[src/rtl/swish_pkg.sv]
// Shared types and constants for the swish activation scheduler.
package swish_pkg;

  // Job sequencer states.
  typedef enum logic [1:0] {
    StIdle,
    StRun,
    StDrain,
    StDone
  } state_e;

  // Output FIFO depth; also the read credit limit.
  localparam int unsigned FifoDepth = 2;

endpackage

[src/rtl/swish_lane_array.sv]
// LANES parallel hard-swish units: y = x * relu6(x + 3) / 6, truncated to WIDTH bits.
module swish_lane_array #(
  parameter int unsigned WIDTH         = 8,
  parameter int unsigned LANES         = 4,
  parameter int unsigned USE_SHIFT_ADD = 0
) (
  input  logic [LANES*WIDTH-1:0] data_i,
  output logic [LANES*WIDTH-1:0] data_o
);

  // Product x * [0..6] needs WIDTH + 3 bits signed; one spare bit for headroom.
  localparam int unsigned PW = WIDTH + 4;
  localparam logic signed [PW-1:0] Three = PW'(3);
  localparam logic signed [PW-1:0] Six   = PW'(6);
  localparam logic signed [PW-1:0] Zero  = '0;

  for (genvar i = 0; i < LANES; i++) begin : g_lane
    logic signed [WIDTH-1:0] x;
    logic signed [PW-1:0]    xe;
    logic signed [PW-1:0]    t;
    logic signed [PW-1:0]    r6;
    logic signed [PW-1:0]    prod;
    logic signed [PW-1:0]    quo;

    assign x = data_i[i*WIDTH +: WIDTH];

    // Per-lane hard-swish; the divide is either exact or a shift-add estimate of 1/6.
    always_comb begin
      xe = PW'(x);
      t  = xe + Three;
      if (t < Zero) begin
        r6 = Zero;
      end else if (t > Six) begin
        r6 = Six;
      end else begin
        r6 = t;
      end
      prod = xe * r6;
      if (USE_SHIFT_ADD != 0) begin
        // 1/8 + 1/32 + 1/128 ~= 0.164
        quo = (prod >>> 3) + (prod >>> 5) + (prod >>> 7);
      end else begin
        quo = prod / Six;
      end
    end

    assign data_o[i*WIDTH +: WIDTH] = quo[WIDTH-1:0];
  end

endmodule

[src/rtl/swish_act_scheduler.sv]
// Job sequencer: reads a tile from activation SRAM, applies hard-swish lane-wise, writes it back.
module swish_act_scheduler
  import swish_pkg::*;
#(
  parameter int unsigned WIDTH         = 8,
  parameter int unsigned LANES         = 4,
  parameter int unsigned ADDR_W        = 12,
  parameter int unsigned LEN_W         = 12,
  parameter int unsigned USE_SHIFT_ADD = 0
) (
  input  logic                   clk,
  input  logic                   rst_n,
  input  logic                   cfg_valid,
  output logic                   cfg_ready,
  input  logic [ADDR_W-1:0]      cfg_src_base,
  input  logic [ADDR_W-1:0]      cfg_dst_base,
  input  logic [LEN_W-1:0]       cfg_len,
  output logic                   busy,
  output logic                   done,
  output logic                   rd_en,
  output logic [ADDR_W-1:0]      rd_addr,
  input  logic [LANES*WIDTH-1:0] rd_data,
  output logic                   wr_valid,
  input  logic                   wr_ready,
  output logic [ADDR_W-1:0]      wr_addr,
  output logic [LANES*WIDTH-1:0] wr_data
);

  localparam int unsigned DataW = LANES * WIDTH;
  localparam int unsigned CntW  = $clog2(FifoDepth + 1);
  localparam int unsigned PtrW  = $clog2(FifoDepth);

  state_e            state_q, state_d;
  logic [ADDR_W-1:0] src_q, src_d;
  logic [ADDR_W-1:0] dst_q, dst_d;
  logic [LEN_W-1:0]  len_q, len_d;
  logic [LEN_W-1:0]  rd_cnt_q, rd_cnt_d;
  logic [LEN_W-1:0]  wr_cnt_q, wr_cnt_d;
  logic              inflight_q;

  logic [DataW-1:0]  fifo_mem_q [FifoDepth];
  logic [DataW-1:0]  fifo_mem_d [FifoDepth];
  logic [PtrW-1:0]   rd_ptr_q, rd_ptr_d;
  logic [PtrW-1:0]   wr_ptr_q, wr_ptr_d;
  logic [CntW-1:0]   count_q, count_d;

  logic [DataW-1:0]  lane_out;
  logic              push;
  logic              pop;
  logic              last_rd;
  logic              last_wr;
  logic [CntW:0]     credit_used;

  swish_lane_array #(
    .WIDTH        (WIDTH),
    .LANES        (LANES),
    .USE_SHIFT_ADD(USE_SHIFT_ADD)
  ) u_lanes (
    .data_i(rd_data),
    .data_o(lane_out)
  );

  // Status and SRAM-facing outputs, all derived from registered state.
  assign cfg_ready = (state_q == StIdle);
  assign busy      = (state_q != StIdle);
  assign done      = (state_q == StDone);
  assign wr_valid  = (count_q != '0);
  assign wr_data   = fifo_mem_q[rd_ptr_q];
  assign rd_addr   = src_q + ADDR_W'(rd_cnt_q);
  assign wr_addr   = dst_q + ADDR_W'(wr_cnt_q);

  assign push    = inflight_q;
  assign pop     = wr_valid & wr_ready;
  assign last_rd = (rd_cnt_q == len_q - LEN_W'(1));
  assign last_wr = (wr_cnt_q == len_q - LEN_W'(1));

  // Read credit counts FIFO occupancy after this cycle's pop, so a draining sink keeps
  // one read per cycle while a stalled sink caps outstanding words at the FIFO depth.
  always_comb begin
    credit_used = (CntW+1)'(count_q) - (CntW+1)'(pop) + (CntW+1)'(inflight_q);
    rd_en       = (state_q == StRun) && (credit_used < (CntW+1)'(FifoDepth));
  end

  // Next-state logic for the job FSM, descriptor capture and address counters.
  always_comb begin
    state_d  = state_q;
    src_d    = src_q;
    dst_d    = dst_q;
    len_d    = len_q;
    rd_cnt_d = rd_cnt_q;
    wr_cnt_d = wr_cnt_q;
    case (state_q)
      StIdle: begin
        if (cfg_valid) begin
          src_d    = cfg_src_base;
          dst_d    = cfg_dst_base;
          len_d    = cfg_len;
          rd_cnt_d = '0;
          wr_cnt_d = '0;
          state_d  = (cfg_len == '0) ? StDone : StRun;
        end
      end
      StRun: begin
        if (rd_en) begin
          rd_cnt_d = rd_cnt_q + LEN_W'(1);
          if (last_rd) state_d = StDrain;
        end
        if (pop) wr_cnt_d = wr_cnt_q + LEN_W'(1);
      end
      StDrain: begin
        if (pop) begin
          wr_cnt_d = wr_cnt_q + LEN_W'(1);
          if (last_wr) state_d = StDone;
        end
      end
      StDone: begin
        state_d = StIdle;
      end
      default: begin
        state_d = StIdle;
      end
    endcase
  end

  // Output FIFO: push lane results the cycle read data returns, pop on write handshake.
  always_comb begin
    fifo_mem_d = fifo_mem_q;
    if (push) fifo_mem_d[wr_ptr_q] = lane_out;
    wr_ptr_d = wr_ptr_q + PtrW'(push);
    rd_ptr_d = rd_ptr_q + PtrW'(pop);
    count_d  = count_q + CntW'(push) - CntW'(pop);
  end

  // State registers; reset drops any in-flight job and data.
  always_ff @(posedge clk or negedge rst_n) begin
    if (!rst_n) begin
      state_q    <= StIdle;
      src_q      <= '0;
      dst_q      <= '0;
      len_q      <= '0;
      rd_cnt_q   <= '0;
      wr_cnt_q   <= '0;
      inflight_q <= 1'b0;
      rd_ptr_q   <= '0;
      wr_ptr_q   <= '0;
      count_q    <= '0;
      for (int i = 0; i < FifoDepth; i++) fifo_mem_q[i] <= '0;
    end else begin
      state_q    <= state_d;
      src_q      <= src_d;
      dst_q      <= dst_d;
      len_q      <= len_d;
      rd_cnt_q   <= rd_cnt_d;
      wr_cnt_q   <= wr_cnt_d;
      inflight_q <= rd_en;
      rd_ptr_q   <= rd_ptr_d;
      wr_ptr_q   <= wr_ptr_d;
      count_q    <= count_d;
      fifo_mem_q <= fifo_mem_d;
    end
  end

endmodule

[config.mk]
export PLATFORM = sky130hd
export DESIGN_NAME = swish_act_scheduler
export DESIGN_NICKNAME = d
export VERILOG_FILES = /design/src/rtl/swish_pkg.sv /design/src/rtl/swish_lane_array.sv /design/src/rtl/swish_act_scheduler.sv
export SDC_FILE = /design/constraint.sdc
export NUM_CORES = 1
export LEC_CHECK = 0
export CORE_MARGIN = 2
export CORE_UTILIZATION = 40
export CTS_BUF_LIST = sky130_fd_sc_hd__clkbuf_2 sky130_fd_sc_hd__clkbuf_4 sky130_fd_sc_hd__clkbuf_8
export CTS_CLUSTER_SIZE = 16
export DETAILED_ROUTE_END_ITERATION = 16
export PLACE_DENSITY = 0.61
export SYNTH_ARGS = -nofsm -noshare
export SYNTH_HDL_FRONTEND = slang
export SYNTH_HIERARCHICAL = 1
export SYNTH_SLANG_ARGS = --single-unit
[constraint.sdc]
create_clock -name clk -period 6.4 [get_ports clk]
set_input_delay 0.64 -clock clk [delete_from_list [all_inputs] [get_ports clk]]
set_output_delay 0.64 -clock clk [all_outputs]
set_load 0.005 [all_outputs]
==> reports/results.tsv <==
stage	metric	value	unit
timing	setup ws final	-1.78	ns
job	max cap viols	0	
timing	RSZ-0062 raised after global routing	true	
route	post-route DRC violation count	0	
logic_synthesis	sequential element share of the synthesized area	16.5	%
layout	most common cell after layout, fill and taps aside	buf_4	
worst_setup_path	startpoint types	input pin	
logic_synthesis	adder-cell share of the synthesized area	23.0	%
die	Die ar.	51600	um^2
logic_synthesis	Synth Instances	2323	
grt	first-pass GRT wire length	100000	um
logic_synthesis	mux contribution to synthesized area	8.86	%
grt	initial antenna violation count	2	
worst_setup_path	worst endpoint data arrival time	8.54	ns
logic_synthesis	Post-Synth Simple-Gate Area	18.2	%
place	GPL Wtd Cong	0.900	
timing	crit path time final	8.18	ns
timing	Setup Total Neg Slack	-86.35	ns
logic_synthesis	asr flop ratio synth	100	%
route	wire length on met3	1990	um
logic_synthesis	Top FF cell, synth	dfrtp_1	
logic_synthesis	top cells by area, synth	dfrtp_1, fa_1, ha_1	
place	hpwl dp	44900	um
timing	clock skew	0.0240	ns
status	violated checks	setup timing	
die	Die Y	227	um
route	vias	20200	
layout	most frequent cells in the layout	buf_4, inv_1, dfrtp_1, nand2_1, nor2_1	
worst_setup_path	WP buf/inv	9	
worst_setup_path	Crit. End Element	flop	
clock_network	H-Tree Level Count	4	
die	CORE AREA	49100	um^2
route	ANT nets after route	0	
route	Highest Signal Layer	met5	
die	Initial Utilization	40.6	%
route	per-cell routed wire length	15.9	um
clock_network	clk root buf	clkbuf_8	
grt	gr ovfl total	0	
layout	Area Growth Syn to Fin	57.4	%
timing	Tcrit/Tclk final	128	%
layout	layout cells sized above 1	42.2	%
layout	antenna cells	0	
route	M1 WL	26800	um
timing	Max Freq	0.122	GHz
clock_network	# clock sinks	131	
route	final wirelength	61400	um
logic_synthesis	Synth Area in XOR/XNOR	7.87	%
clock_network	worst skew pair latency	0.48	ns
logic_synthesis	post-synthesis compound-gate area fraction	18.0	%
timing	Slew @ Worst Pin	1.25	ns
logic_synthesis	Yosys top cell area share	16.5	%
logic_synthesis	flops & latches, synth	131	
min_path	Hold Crit Class	in2async	
clock_network	CTS tree	yes	
status	status	finished, violations left	
logic_synthesis	Cell Area, Synth	19900	um^2
timing	Hold WS	0.138	ns
clock_network	CTS Buf Count	17	
die	Std-Cell Rows	81	
route	met2 WL post-DR	31400	um
logic_synthesis	synth unique cells	122	
logic_synthesis	Avg Inst Size Synth	8.57	um^2
worst_setup_path	Slowest-stage cell, CP	or4_4	
timing	Rel. slew slack	16.6	%
route	vias per std cell	5.23	
layout	final net count	3549	
place	DP Cell Count	3666	
worst_setup_path	max incr delay on CP	0.55	ns
route	DR pass1 iterations	5	
place	Port Buffers	132	
clock_network	Max clock buf depth	2	
grt	GRT Util Overall	23.3	%
worst_setup_path	WP data required	6.75	ns
timing	Final setup viols	64	
layout	Fillers	4110	
die	Top Ports	133	
logic_synthesis	yosys warns	6	
layout	Final Non-Filler Cells	3870	
logic_synthesis	leading area contributor after synthesis	dfrtp_1	
logic_synthesis	Post-synth EDFFs	0	
clock_network	Clk pin slew, worst setup/hold paths	0.10	ns
logic_synthesis	largest family of logic cells by synthesized area	adder cells	
timing	Slew Viols, Final	0	
worst_setup_path	WS Path Type	in2reg	
timing	Fin. Hold Viols	0	
grt	vias in the first global route	21100	
worst_setup_path	Worst path top cell family by delay	adder cells	
die	Die Wd	227	um
worst_setup_path	critical path peak fanout	5	
grt	largest net degree at the start of global routing	70	
route	Iteration-0 DRC Markers	1037	
-- path summary, 6_finish.rpt --
check / from / endpoint / slack (ns) / depth (start not counted)
worst max register to register: count_q[1] / state_q[1] / 2.77 / 13
min in group clk: fifo_mem_q[37] / fifo_mem_q[37] / 0.51 / 1
worst min register to register: fifo_mem_q[37] / fifo_mem_q[37] / 0.51 / 1
worst min-delay path: rst_n / dst_q[8] / 0.14 / 1
max in group asynchronous: rst_n / fifo_mem_q[32] / 4.94 / 2
worst max-delay path: rd_data[18] / fifo_mem_q[54] / -1.78 / 37
-- cells in the mapped netlist (15+ instances only) --
cell type  instances
mux2i_1           16
fa_1             135
or3_1             26
o21ai_0           86
inv_1            311
nor3_1            66
a21o_1            15
nand2_1          146
dfrtp_1          131
xor2_1            48
o211ai_1          22
and3_1            27
a211oi_1          24
clkbuf_1          40
mux2_2           140
xnor2_1          108
nand3_1           49
buf_2             17
nor2b_1           22
nand2b_1          22
nor4_1            25
nor2_1           166
and2_1            59
a21oi_1           92
a31oi_1           35
nand4_1           27
ha_1             149
-- registers in the layout (all words and copies together), names as in the netlist --
signal / flops
fifo_mem_q: 64
dst_q: 12
len_q: 12
rd_cnt_q: 12
src_q: 12
wr_cnt_q: 12
count_q: 2
state_q: 2
inflight_q: 1
rd_ptr_q: 1
wr_ptr_q: 1
-- cells by family (layout without fill, tap and decap cells) --
logic type      after synthesis  count (layout)
other cells                   2             120
flops                       131             131
simple gates                701             702
fa+ha+maj                   285             285
compound gates              496             498
xor+xnor                    166             166
mux                         158             158
buf+inv                     384            1146
-- layer usage --
layer  GRT usage [%]  up-vias
met5               0        -
met4            5.88        2
met3            3.20       88
met2            41.9      384
met1            29.4     9948
li1                -     9809
-- layout make-up --
type,count,area [um^2],share of cell area (%)
Clock buffer,17,234,0.747
Clock inverter,15,158,0.503
Inverter,311,1230,3.91
Multi-Input combinational cell,1929,18900,60.3
Sequential cell,131,3280,10.5
Tap cell,664,831,2.65
Timing Repair Buffer,803,6720,21.5
-- metrics by stage --
| stage | area [um^2] | setup slack [ns] | utilization [%] |
|---|---|---|---|
| finish | 31300 | -1.78 | 63.9 |
| global route | 31300 | -2.11 | 63.9 |
| CTS | 30100 | -1.72 | 61.3 |
| detailed placement | 27100 | -2.87 | 55.3 |
| global placement | 27100 | -2.68 | 55.3 |
| floorplan | 21600 | -1.77 | - |
-- worst register-to-register path, stage by stage (launching register included) --
cell and delay, ns:
dfrtp_1 0.41, or2_2 0.33, nand2_1 0.24, inv_1 0.08
ha_1 0.27, inv_1 0.04, ha_1 0.18, fa_1 0.48
nand2b_1 0.17, a21oi_1 0.37, nand4_1 0.20, nor4_2 0.26
o21ai_1 0.17, mux2_4 0.34
-- timing repair --
action	4_1_cts	5_1_grt
hold buffers	0	0
gates cloned	3	0
pin swaps	213	177
endpoints found under the setup margin	64	64
resized for setup	390	198
buffers inserted	127	59
Power is left out: the tool's default activity adds up to more than one toggle a clock period on the data nets, which glitch-free logic cannot reach.
